`src/rtl/modo_treino_pkg.sv`:
```
// =====================================================================
// Module  : modo_treino_pkg
// Brief   : State encodings and error codes shared by the trainer FSM.
// Revision: 1.0
// =====================================================================
`default_nettype none

package modo_treino_pkg;

   localparam logic [3:0] c_OCIOSO         = 4'd0;
   localparam logic [3:0] c_INICIA         = 4'd1;
   localparam logic [3:0] c_MOSTRA         = 4'd2;
   localparam logic [3:0] c_ESPERA_MOSTRA  = 4'd3;
   localparam logic [3:0] c_ESPERA_NOTA    = 4'd4;
   localparam logic [3:0] c_TOCA           = 4'd5;
   localparam logic [3:0] c_COMPARA        = 4'd6;
   localparam logic [3:0] c_PROXIMA_RODADA = 4'd7;
   localparam logic [3:0] c_ERRO           = 4'd8;
   localparam logic [3:0] c_AGUARDA_TENTAR = 4'd9;
   localparam logic [3:0] c_GANHOU         = 4'd10;
   localparam logic [3:0] c_PERDEU         = 4'd11;

   // Error code: bit 0 = wrong note, bit 1 = timing / timeout
   localparam logic [1:0] c_ERRO_NENHUM = 2'b00;
   localparam logic [1:0] c_ERRO_NOTA   = 2'b01;
   localparam logic [1:0] c_ERRO_TEMPO  = 2'b10;

endpackage

`default_nettype wire

```
`src/rtl/contador_batidas.sv`:
```
// =====================================================================
// Module  : contador_batidas
// Brief   : Beat counter for the player timeout; saturates at the limit.
// Revision: 1.0
// =====================================================================
`default_nettype none

module contador_batidas #(
   parameter int TIMEOUT_BEATS = 8
) (
   input  logic clock,
   input  logic reset,
   input  logic limpa,
   input  logic habilita,
   input  logic tick_batida,
   output logic fim
);

   localparam logic [7:0] c_LIMITE = 8'(TIMEOUT_BEATS);

   logic [7:0] r_contagem;

   always_ff @(posedge clock) begin
      if (reset || limpa) begin
         r_contagem <= 8'd0;
      end else if (habilita && tick_batida && (r_contagem != c_LIMITE)) begin
         r_contagem <= r_contagem + 8'd1;
      end
   end

   assign fim = (r_contagem == c_LIMITE);

endmodule

`default_nettype wire

```
`src/rtl/modo_treino_controlador.sv`:
```
// =====================================================================
// Module  : modo_treino_controlador
// Brief   : Follow-the-melody trainer control unit with lives, beat
//           timeout, score and direct song-memory addressing.
// Revision: 1.0
// =====================================================================
`default_nettype none

module modo_treino_controlador
   import modo_treino_pkg::*;
#(
   parameter int ADDR_W        = 5,
   parameter int TIMEOUT_BEATS = 8,
   parameter int VIDAS         = 3,
   parameter int LIFE_W        = 2,
   parameter int SCORE_W       = 8
) (
   input  logic               clock,
   input  logic               reset,
   input  logic               iniciar,
   input  logic               nota_feita,
   input  logic               nota_correta,
   input  logic               tempo_correto,
   input  logic               tick_batida,
   input  logic               fim_musica,
   input  logic               tentar,
   output logic [ADDR_W-1:0]  endereco,
   output logic [ADDR_W-1:0]  rodada,
   output logic [LIFE_W-1:0]  vidas,
   output logic [SCORE_W-1:0] pontos,
   output logic               leds_mem,
   output logic               toca,
   output logic               vez_jogador,
   output logic               erro_nota,
   output logic               erro_tempo,
   output logic               ganhou,
   output logic               perdeu,
   output logic [3:0]         db_estado
);

   localparam logic [LIFE_W-1:0]  c_VIDAS_INI  = LIFE_W'(VIDAS);
   localparam logic [LIFE_W-1:0]  c_UM_VIDA    = LIFE_W'(1);
   localparam logic [ADDR_W-1:0]  c_UM_END     = ADDR_W'(1);
   localparam logic [ADDR_W-1:0]  c_RODADA_MAX = {ADDR_W{1'b1}};
   localparam logic [SCORE_W-1:0] c_UM_PONTO   = SCORE_W'(1);
   localparam logic [SCORE_W-1:0] c_PONTOS_MAX = {SCORE_W{1'b1}};

   logic [3:0]         r_estado;
   logic [3:0]         w_prox;
   logic [ADDR_W-1:0]  r_endereco;
   logic [ADDR_W-1:0]  r_rodada;
   logic [LIFE_W-1:0]  r_vidas;
   logic [SCORE_W-1:0] r_pontos;
   logic [1:0]         r_erro;
   logic               r_leds_mem;
   logic               r_toca;
   logic               r_vez;
   logic               r_ganhou;
   logic               r_perdeu;

   logic w_fim_tempo;
   logic w_limpa_batidas;
   logic w_conta_batidas;
   logic w_ultima_nota;
   logic w_rodada_max;
   logic w_acertou;

   assign w_ultima_nota   = (r_endereco == r_rodada);
   assign w_rodada_max    = (r_rodada == c_RODADA_MAX);
   assign w_acertou       = nota_correta && tempo_correto;
   assign w_conta_batidas = (r_estado == c_ESPERA_NOTA);
   // The timeout window restarts every time the player is handed a new note
   assign w_limpa_batidas = (w_prox == c_ESPERA_NOTA) && (r_estado != c_ESPERA_NOTA);

   contador_batidas #(
      .TIMEOUT_BEATS (TIMEOUT_BEATS)
   ) u_contador_batidas (
      .clock       (clock),
      .reset       (reset),
      .limpa       (w_limpa_batidas),
      .habilita    (w_conta_batidas),
      .tick_batida (tick_batida),
      .fim         (w_fim_tempo)
   );

   always_comb begin
      w_prox = r_estado;
      case (r_estado)
         c_OCIOSO:         if (iniciar) w_prox = c_INICIA;
         c_INICIA:         w_prox = c_MOSTRA;
         c_MOSTRA:         w_prox = c_ESPERA_MOSTRA;
         c_ESPERA_MOSTRA:  if (tick_batida && w_ultima_nota) w_prox = c_ESPERA_NOTA;
         c_ESPERA_NOTA: begin
            if (nota_feita)       w_prox = c_TOCA;
            else if (w_fim_tempo) w_prox = c_ERRO;
         end
         c_TOCA:           if (!nota_feita) w_prox = c_COMPARA;
         c_COMPARA: begin
            if (!w_acertou)                    w_prox = c_ERRO;
            else if (!w_ultima_nota)           w_prox = c_ESPERA_NOTA;
            else if (fim_musica || w_rodada_max) w_prox = c_GANHOU;
            else                               w_prox = c_PROXIMA_RODADA;
         end
         c_PROXIMA_RODADA: w_prox = c_MOSTRA;
         c_ERRO:           w_prox = (r_vidas <= c_UM_VIDA) ? c_PERDEU : c_AGUARDA_TENTAR;
         c_AGUARDA_TENTAR: if (tentar) w_prox = c_MOSTRA;
         c_GANHOU,
         c_PERDEU:         if (iniciar) w_prox = c_INICIA;
         default:          w_prox = c_OCIOSO;
      endcase
   end

   always_ff @(posedge clock) begin
      if (reset) begin
         r_estado   <= c_OCIOSO;
         r_endereco <= '0;
         r_rodada   <= '0;
         r_vidas    <= '0;
         r_pontos   <= '0;
         r_erro     <= c_ERRO_NENHUM;
         r_leds_mem <= 1'b0;
         r_toca     <= 1'b0;
         r_vez      <= 1'b0;
         r_ganhou   <= 1'b0;
         r_perdeu   <= 1'b0;
      end else begin
         r_estado   <= w_prox;
         r_leds_mem <= (w_prox == c_ESPERA_MOSTRA);
         r_toca     <= (w_prox == c_ESPERA_MOSTRA) || (w_prox == c_TOCA);
         r_vez      <= (w_prox == c_ESPERA_NOTA);
         r_ganhou   <= (w_prox == c_GANHOU);
         r_perdeu   <= (w_prox == c_PERDEU);

         case (r_estado)
            c_ESPERA_MOSTRA: begin
               if (tick_batida) r_endereco <= w_ultima_nota ? '0 : r_endereco + c_UM_END;
            end
            c_COMPARA: begin
               if (w_acertou) begin
                  if (r_pontos != c_PONTOS_MAX) r_pontos <= r_pontos + c_UM_PONTO;
                  if (!w_ultima_nota) r_endereco <= r_endereco + c_UM_END;
               end
            end
            c_PROXIMA_RODADA: r_rodada <= r_rodada + c_UM_END;
            c_ERRO:           r_vidas  <= (r_vidas != '0) ? r_vidas - c_UM_VIDA : '0;
            default: ;
         endcase

         // Game setup and replay take effect on entry so the new values are visible there
         if (w_prox == c_INICIA) begin
            r_rodada <= '0;
            r_vidas  <= c_VIDAS_INI;
            r_pontos <= '0;
         end
         if ((w_prox == c_INICIA) || (w_prox == c_MOSTRA)) begin
            r_endereco <= '0;
            r_erro     <= c_ERRO_NENHUM;
         end else if (w_prox == c_ERRO) begin
            r_erro <= ((r_estado == c_COMPARA) && !nota_correta) ? c_ERRO_NOTA : c_ERRO_TEMPO;
         end
      end
   end

   assign endereco    = r_endereco;
   assign rodada      = r_rodada;
   assign vidas       = r_vidas;
   assign pontos      = r_pontos;
   assign leds_mem    = r_leds_mem;
   assign toca        = r_toca;
   assign vez_jogador = r_vez;
   assign erro_nota   = r_erro[0];
   assign erro_tempo  = r_erro[1];
   assign ganhou      = r_ganhou;
   assign perdeu      = r_perdeu;
   assign db_estado   = r_estado;

endmodule

`default_nettype wire

```
`config.mk`:
```
export PLATFORM = sky130hd
export DESIGN_NAME = modo_treino_controlador
export DESIGN_NICKNAME = d
export VERILOG_FILES = /design/src/rtl/modo_treino_pkg.sv /design/src/rtl/contador_batidas.sv /design/src/rtl/modo_treino_controlador.sv
export SDC_FILE = /design/constraint.sdc
export NUM_CORES = 1
export LEC_CHECK = 0
export ABC_AREA = 1
export CAP_MARGIN = 5
export CORE_ASPECT_RATIO = 1.25
export CORE_UTILIZATION = 59
export CTS_BUF_LIST = sky130_fd_sc_hd__clkbuf_8
export CTS_CLUSTER_DIAMETER = 40
export DETAILED_ROUTE_END_ITERATION = 8
export GPL_TIMING_DRIVEN = 1
export HOLD_SLACK_MARGIN = 0.12
export PLACE_DENSITY_LB_ADDON = 0.05
export SLEW_MARGIN = 25
export SYNTH_ARGS = -nofsm -noshare
export SYNTH_HDL_FRONTEND = slang
export SYNTH_HIERARCHICAL = 1
export SYNTH_SLANG_ARGS = --single-unit
```
`constraint.sdc`:
```
create_clock -name clock -period 4.14 [get_ports clock]
set_input_delay 0.621 -clock clock [delete_from_list [all_inputs] [get_ports clock]]
set_output_delay 0.621 -clock clock [all_outputs]
set_load 0.05 [all_outputs]
```
==> impl_metrics.ini <==
[worst_setup_path]
crit_cells = 1
endpoint_kind = output port
critical_path.max_stage_delay_ps = 870
critical_path_buf_inv_count = 1
crit_chain = clkdlybuf4s50_1
crit_required_ps = 3520
cp_top_family = buffers and inverters
cp.arrival_ps = 1680
crit_path_top_delay_cell = clkdlybuf4s50_1
cp-start-kind = flop
reg2reg_depth = 14
worstPathMaxFanout = 6
critical_path_class = flop to output port

[sta]
min_period_ps = 2300
timing.fmax_mhz = 435
fin_crit_sh = 0.556
max_slew_margin = 0.661
holdWs_ps = 480
rsz0062_at_grt = no
tightest_slew_ps = 507
hold_viol_final = 0
setup_viol = 0
fin_skew_ps = 9.40
final.setup.tns_ps = 0
slew_violations = 0

[cts]
clock-sinks = 39
path_clk_slew_ps = 90
clock_path_buffers = 2
cts_hold_buf = 0
cts_tree = done
cts-buffers-inserted = 5
clk-insertion-delay-late_ps = 300
postCtsResizedCells = 0
clock-root-buffer = clkbuf_8
htreeDepth = 2
post_cts_buffers = 0

[placement]
routabilityCongestion = 0.915
dpl.cell_count = 447
hpwl_mm = 3.99
portBuffers = 39

[logic_synthesis]
synth_compound_area_frac = 0.0762
synth_fa_ha_area_frac = 0.0311
ys_warn_count = 6
synthMuxAreaShare = 0
synth_top_family_by_area = simple AND/OR/NAND/NOR gates
syn_area_um2 = 2410
ys_seq_area_frac = 0.323
yosys.area_share.simple = 0.432
synthCells = 356
synth_xor_area_frac = 0.0399
synth_seq_cells = 39
synth.avg_cell_area_um2 = 6.78
synth_nets = 371
synth_cell_type_count = 33

[floorplanning]
ioPinCount = 40
rows = 25
start_util = 0.628
core_um2 = 3850
fp.dieArea_um2 = 4350
chipWidth_um = 59.2
die_y_um = 73.5

[global_route]
grt_pass1_wl_mm = 8.91
gr-usage-all-layers = 0.268
grt_max_degree = 14
overflow = 0
antenna_found_initial = 0
grt_pass1_vias = 2084

[cells_and_area]
syn_to_final_growth_pct = 22.6
final_cell_mix = nand2_1 (91), inv_1 (46), nor2_1 (42)
nNetsFinal = 415
layout.cells.non_filler = 455
drive_gt1_frac = 0.167
antenna_cells = 0
mostFrequentLayoutCell = nand2_1

[outcome]
outcome = completed

[routing]
avgRoutedWirePerCell_um = 11.4
final_antenna_net_count = 0
first_pass_iters = 4
num_vias = 2275
vias_per_cell = 5.00
routed_wl_mm = 5.19
drt_iter0_drc = 91
drc = 0

[pwr]
leakagePower_nw = 1.22
power_density_nw_per_um2 = 395
peakVddDrop_uv = 406

[hold_path]
hp-class = flop to flop
whs_path_depth = 2

[job]
maxCapViolations = 0
## final timing paths
kind	startpoint	end	slack, ps
max	db_estado[3]$_SDFF_PP0_	db_estado[3]	1840
min	pontos[7]$_SDFFE_PP0P_	pontos[7]$_SDFFE_PP0P_	480
max reg2reg	rodada[0]$_SDFFE_PP0P_	pontos[1]$_SDFFE_PP0P_	1920
min reg2reg	pontos[7]$_SDFFE_PP0P_	pontos[7]$_SDFFE_PP0P_	480
## report_power, final
part	switching, mW	internal [mW]	total, mW	leakage [nW]
sequential	0.0277	0.400	0.428	0.315
combinational	0.294	0.124	0.417	0.850
clock	0.145	0.180	0.325	0.0581
## kinds of logic after synthesis
family,count (synthesis)
xor+xnor,11
compound gates,32
buf+inv,58
fa+ha+maj,6
flops,39
simple gates,210
## Yosys cell counts
cell type / number / area share
nand2_1: 91 / 0.14
inv_1: 46 / 0.072
nor2_1: 42 / 0.065
dfxtp_1: 39 / 0.32
nor2_2: 24 / 0.062
nand3_1: 20 / 0.041
a21oi_1: 15 / 0.031
o21ai_0: 11 / 0.023
xor2_1: 10 / 0.036
inv_2: 8 / 0.012
ha_1: 6 / 0.031
nand2_2: 5 / 0.013
nand4_1: 5 / 0.013
nor2_4: 5 / 0.023
nand3_2: 4 / 0.017
nor3_1: 4 / 0.0083
a31oi_1: 2 / 0.0052
nand2_4: 2 / 0.0093
nor3_2: 2 / 0.0083
or2_2: 2 / 0.0052
a211oi_1: 1 / 0.0031
a21oi_2: 1 / 0.0036
buf_1: 1 / 0.0016
buf_12: 1 / 0.0083
clkinv_1: 1 / 0.0016
inv_4: 1 / 0.0026
nand3_4: 1 / 0.0073
nand3b_1: 1 / 0.0031
nand4_2: 1 / 0.0052
nor4_4: 1 / 0.0088
o21ai_2: 1 / 0.0036
o21ai_4: 1 / 0.0067
xnor2_1: 1 / 0.0036
## per-layer routing
| layer | vias to the layer above | global-route usage | wire, µm |
|---|---|---|---|
| met5 | - | 0 | 0 |
| met4 | 0 | 0.103 | 122 |
| met3 | 12 | 0.0440 | 181 |
| met2 | 59 | 0.453 | 2520 |
| met1 | 1012 | 0.336 | 2370 |
| li1 | 1192 | - | - |
## cell type report
cell class	instances	area [µm²]
Clock buffer	5	68.8
Inverter	56	213
Timing Repair Buffer	39	390
Multi-Input combinational cell	259	1400
Clock inverter	3	43.8
Sequential cell	39	781
Fill cell	329	886
Tap cell	54	67.6
## sequential cells by signal (all words and copies together) (netlist names)
signal                         flops
vidas                              2
pontos                             8
vez_jogador                        1
u_contador_batidas/r_contagem      8
rodada                             5
leds_mem                           1
ganhou                             1
r_erro                             2
db_estado                          4
perdeu                             1
toca                               1
endereco                           5
## per-stage QoR
step	power (mW)	area (µm²)	util	setup WS (ps)
after global placement	0.850	2850	0.740	1690
final	1.17	2960	0.770	1840
after global routing	1.23	2960	0.770	1640
after detailed placement	0.850	2850	0.740	1660
after floorplan	0.760	2410	-	1890
after CTS	1.18	2960	0.770	1840
(Power assumes the default switching activity.)
